**config.mk**
```make
export PLATFORM = sky130hd
export DESIGN_NAME = serial_add_sub
export DESIGN_NICKNAME = d
export VERILOG_FILES = /design/src/rtl/serial_add_sub.sv
export SDC_FILE = /design/constraint.sdc
export NUM_CORES = 1
export LEC_CHECK = 0
export CORE_MARGIN = 3
export CORE_UTILIZATION = 51
export CTS_CLUSTER_SIZE = 30
export DETAILED_ROUTE_END_ITERATION = 6
export GPL_TIMING_DRIVEN = 0
export PLACE_DENSITY = 0.82
export SYNTH_ARGS = -nofsm -noshare
export SYNTH_HDL_FRONTEND = slang
export SYNTH_SLANG_ARGS = --single-unit
```
**constraint.sdc**
```tcl
create_clock -name clk -period 1.84 [get_ports clk]
set_input_delay 0.276 -clock clk [delete_from_list [all_inputs] [get_ports clk]]
set_output_delay 0.276 -clock clk [all_outputs]
set_load 0.01 [all_outputs]
```
**src/rtl/serial_add_sub.sv**
```systemverilog
// Bit-serial WIDTH-bit adder/subtractor: one full-adder cell plus a carry flop,
// operands consumed LSB first, parallel result presented on a one-cycle done pulse.
module serial_add_sub #(
    parameter int unsigned WIDTH = 8
) (
    input  logic             clk,
    input  logic             rst,
    input  logic             start,
    input  logic             op,
    input  logic [WIDTH-1:0] a,
    input  logic [WIDTH-1:0] b,
    output logic             busy,
    output logic             done,
    output logic [WIDTH-1:0] result,
    output logic             cout,
    output logic             overflow
);

    localparam int unsigned CW = (WIDTH > 1) ? $clog2(WIDTH) : 1;

    localparam logic [1:0] IDLE = 2'd0;
    localparam logic [1:0] RUN  = 2'd1;
    localparam logic [1:0] DONE = 2'd2;

    logic [1:0]       state, state_nxt;
    logic [WIDTH-1:0] sha, sha_nxt;
    logic [WIDTH-1:0] shb, shb_nxt;
    logic [WIDTH-1:0] sum, sum_nxt;
    logic [WIDTH-1:0] result_nxt;
    logic [CW-1:0]    cnt, cnt_nxt;
    logic             carry, carry_nxt;
    logic             cout_nxt, overflow_nxt, busy_nxt, done_nxt;
    logic             cell_s, cell_c, last, accept;

    // One-bit full adder cell; subtraction arrives as ~b with carry-in 1
    assign cell_s = sha[0] ^ shb[0] ^ carry;
    assign cell_c = (sha[0] & shb[0]) | (sha[0] & carry) | (shb[0] & carry);
    assign last   = (cnt == CW'(WIDTH - 1));
    assign accept = start && ((state == IDLE) || (state == DONE));

    // Next-state and datapath update
    always_comb begin
        state_nxt    = state;
        sha_nxt      = sha;
        shb_nxt      = shb;
        sum_nxt      = sum;
        result_nxt   = result;
        cnt_nxt      = cnt;
        carry_nxt    = carry;
        cout_nxt     = cout;
        overflow_nxt = overflow;
        busy_nxt     = 1'b0;
        done_nxt     = 1'b0;
        case (state)
            RUN: begin
                sum_nxt   = {cell_s, sum[WIDTH-1:1]};
                sha_nxt   = {1'b0, sha[WIDTH-1:1]};
                shb_nxt   = {1'b0, shb[WIDTH-1:1]};
                carry_nxt = cell_c;
                if (last) begin
                    cnt_nxt      = '0;
                    result_nxt   = sum_nxt;
                    cout_nxt     = cell_c;
                    overflow_nxt = carry ^ cell_c;
                    state_nxt    = DONE;
                    done_nxt     = 1'b1;
                end else begin
                    cnt_nxt  = cnt + CW'(1);
                    busy_nxt = 1'b1;
                end
            end
            IDLE, DONE: begin
                if (accept) begin
                    sha_nxt   = a;
                    shb_nxt   = op ? ~b : b;
                    carry_nxt = op;
                    cnt_nxt   = '0;
                    state_nxt = RUN;
                    busy_nxt  = 1'b1;
                end else begin
                    state_nxt = IDLE;
                end
            end
            default: state_nxt = IDLE;
        endcase
    end

    always_ff @(posedge clk or posedge rst) begin
        if (rst) begin
            state    <= IDLE;
            sha      <= '0;
            shb      <= '0;
            sum      <= '0;
            result   <= '0;
            cnt      <= '0;
            carry    <= 1'b0;
            cout     <= 1'b0;
            overflow <= 1'b0;
            busy     <= 1'b0;
            done     <= 1'b0;
        end else begin
            state    <= state_nxt;
            sha      <= sha_nxt;
            shb      <= shb_nxt;
            sum      <= sum_nxt;
            result   <= result_nxt;
            cnt      <= cnt_nxt;
            carry    <= carry_nxt;
            cout     <= cout_nxt;
            overflow <= overflow_nxt;
            busy     <= busy_nxt;
            done     <= done_nxt;
        end
    end

endmodule

```
==> results by group <==
Status
  • Outcome: completed

Pwr
  • Power density cells: between 1500 and 2000 nW/µm²
  • Worst ir drop on vdd: ~0.74 mV
  • Pleak: between 1 and 1.5 nW

Synthesis
  • Mapped Area: ~1800 µm²
  • Top-count cell post-synth: dfrtp_1
  • Mapped Cells: 153
  • Yosys reg bits: just over 40
  • Post-synthesis sequential area ratio: roughly 57%
  • Yosys warns: 0
  • Share of the synthesized area in the top cell type: between 50% and 60%
  • Synth top area cells: dfrtp_1 (57%), mux2_1 (5.7%), nand2_1 (4.6%), mux2i_1 (4.5%), xnor2_1 (4.4%)
  • Syn Area/Cell: 11.7 µm²
  • Post-synth top area cell: dfrtp_1
  • Post-synthesis cell type count: 27
  • Main flop type after synthesis: dfrtp_1
  • Post-synth EDFFs: 0
  • Ys async rst share: 100%
  • Top cells by count, synth: dfrtp_1 (41), nand2_1 (22), o21ai_1 (12)
  • Syn Nets: between 150 and 200

Worst setup path
  • WP buf/inv: 0
  • Crit path from: cnt[0]
  • CP Launch Type: register
  • Critical Path, Cell by Cell: ha_1 -> ha_1 -> nand3b_2 -> mux2_1
  • Most used cell, CP: ha_1
  • Slowest cell on the critical path: dfrtp_1
  • Worst-path maximum fanout: 13
  • CP arrival: around 1.9 ns
  • Crit end category: register
  • Worst path max stage delay: ~0.42 ns
  • Crit Path Category: register to register
  • Worst path required time: slightly above 2 ns
  • Worst r2r src: cnt[0]
  • Crit path max-delay family: adder cells

Timing
  • FMAX: 601 MHz
  • Fin Hold WS: 0.406 ns
  • Fin crit share: approximately 90%
  • Final-report hold violation count: 0
  • Fin. max-slew vios: 0
  • Slew headroom: roughly 45%
  • Worst-margin pin slew: 0.821 ns
  • # setup viols final: 0
  • Setup Skew: 0.00949 ns
  • RSZ-0062 raised after global routing: false
  • Crit path time final: roughly 1.7 ns

Floorplanning
  • Core Region: roughly 3200 µm²
  • Die height: 65.2 µm
  • Die Wd: between 60 and 70 µm
  • Initial core utilization: 55.9%
  • Boundary pin count: 32
  • Die Area: around 4300 µm²
  • Rows: 20

Global route
  • Remaining Overflow, GRT: 0
  • Largest net degree at the start of global routing: 42
  • All-layer global routing usage: between 10% and 20%
  • Vias in the first global route: about 1300
  • First-pass GRT wire length: between 5000 and 6000 µm
  • Initial antenna violation count: 0

Finish
  • Area occupied by multi-input gates: ~670 µm²
  • Finished Layout Cells: 234
  • Register area: just over 1000 µm²
  • Area grow syn2layout: 22.3%
  • Antenna cells: 0
  • Fillcell total: approximately 280
  • Share of cells above drive strength 1: 8.42%
  • Nets: 212

Drt
  • DRC Markers: 0
  • First-pass DRT Iterations: 4
  • Routed Antenna Nets: 0
  • Routed WL: around 3200 µm
  • Detailed-route wire length per cell: between 10 and 15 µm
  • Via density per instance: ~5.2
  • Routed vias: 1214
  • Drt initial violations: 47

Place
  • Placed Cells: 227
  • PortBufs: 30
  • Dpl hpwl: around 2300 µm
  • GPL Wtd Cong: ~0.78

CTS
  • TritonCTS clock tree: yes
  • Setup Buffers After CTS: 0
  • H-tree levels: 2
  • Clock Path Buffers: 2
  • Clock-pin slew on the worst setup and hold paths: between 0.1 and 0.15 ns
  • Clock Latency Late Sink: between 0.3 and 0.4 ns
  • TritonCTS buffer count: 5
  • Clock sinks: between 40 and 50
  • Root buf cell: clkbuf_4

Run
  • # Max-Cap Violations: 0

Min path
  • Worst min path class: primary input to asynchronous set/reset pin
[repair_timing]
action / in CTS / in global routing
endpoints found under the setup margin: 0 / 5
resized for setup: 0 / 0
hold buffers: 0 / 0
hold endpoints to repair: 0 / 0
[placed cells by master (no fill, tap or decap), drive strengths merged]
cell type / netlist / layout
buf: 9 / 8
nor2b: 1 / 1
nand3: 9 / 9
a221o: 7 / 7
o21ai: 12 / 12
nor3: 1 / 1
xnor2: 9 / 9
inv: 5 / 5
nor2: 7 / 7
ha: 2 / 2
a21o: 1 / 1
a32o: 1 / 1
mux2i: 8 / 8
dfrtp: 41 / 41
nand3b: 1 / 1
fa: 1 / 1
and2: 1 / 1
clkdlybuf4s50: 0 / 30
o2bb2ai: 1 / 1
mux2: 9 / 9
a22o: 1 / 1
nand2: 22 / 22
nand2b: 2 / 2
clkbuf: 2 / 10
[logic make-up (layout without fill, tap and decap cells)]
logic type | count (synthesis) | after routing | synth area share (%)
xor gates and xnor gates | 9 | 9 | 4.41
muxes | 17 | 17 | 10.1
and+or+nand+nor | 44 | 44 | 11.3
adders and majority gates | 3 | 3 | 2.52
AOI/OAI and AO/OA | 23 | 23 | 9.23
buffers and inverters | 16 | 53 | 5.03
DFF | 41 | 41 | 57.3
[worst register-to-register path, cell delays in order, from the launching register on]
cell	delay, ns
dfrtp_1	0.42
ha_1	0.21
ha_1	0.25
nand3b_2	0.30
mux2_1	0.37
[worst paths after layout]
| path | cells past startpoint | to | slack, ns |
|---|---|---|---|
| worst max-delay path | 4 | result[1] | 0.18 |
| worst min-delay path | 2 | shb[4] | 0.41 |
| worst max register to register | 4 | result[1] | 0.18 |
| worst min register to register | 2 | sum[1] | 0.49 |
| max in group asynchronous | 2 | state[1] | 0.91 |
| min in group clk | 3 | shb[7] | 0.41 |
[per-stage QoR]
stage,util [%],worst slack (ns),area [µm²],total power [mW],setup TNS (ns)
detailed placement,67.0,0.101,2140,3.10,0
finish,68.3,0.176,2190,3.48,0
global route,68.3,0.0405,2190,3.76,0
floorplan,-,0.272,1790,2.55,0
CTS,68.5,0.0754,2190,3.52,0
global placement,67.0,-0.152,2140,3.02,-6.18
[flip-flops by register name, summed over array words and instances (netlist names)]
| register | cells |
|---|---|
| result | 8 |
| sha | 8 |
| shb | 8 |
| sum | 7 |
| cnt | 3 |
| state | 2 |
| busy | 1 |
| carry | 1 |
| cout | 1 |
| done | 1 |
| overflow | 1 |
[power breakdown]
| part | switching, mW | total, mW | internal, mW |
|---|---|---|---|
| Combinational | 0.720 | 1.52 | 0.795 |
| Clock | 0.271 | 0.423 | 0.152 |
| Sequential | 0.236 | 1.54 | 1.31 |
| Total | 1.23 | 3.48 | 2.25 |
[layer usage]
| layer | vias to the layer above | track usage [%] | wire length, µm |
|---|---|---|---|
| met5 | - | 0 | 0 |
| met4 | 0 | 9.07 | 53 |
| met3 | 6 | 6.32 | 195 |
| met2 | 37 | 27.8 | 1500 |
| met1 | 579 | 19.8 | 1440 |
| li1 | 592 | - | - |
[final cells by class]
| type | count | area share, % |
|---|---|---|
| Clock buffer | 8 | 2.23 |
| Timing Repair Buffer | 30 | 13.7 |
| Sequential cell | 41 | 46.9 |
| Buffer | 10 | 3.03 |
| Inverter | 5 | 0.858 |
| Tap cell | 44 | 2.52 |
| Multi-Input combinational cell | 96 | 30.8 |
Note: power is estimated with default switching activity, not from simulation.
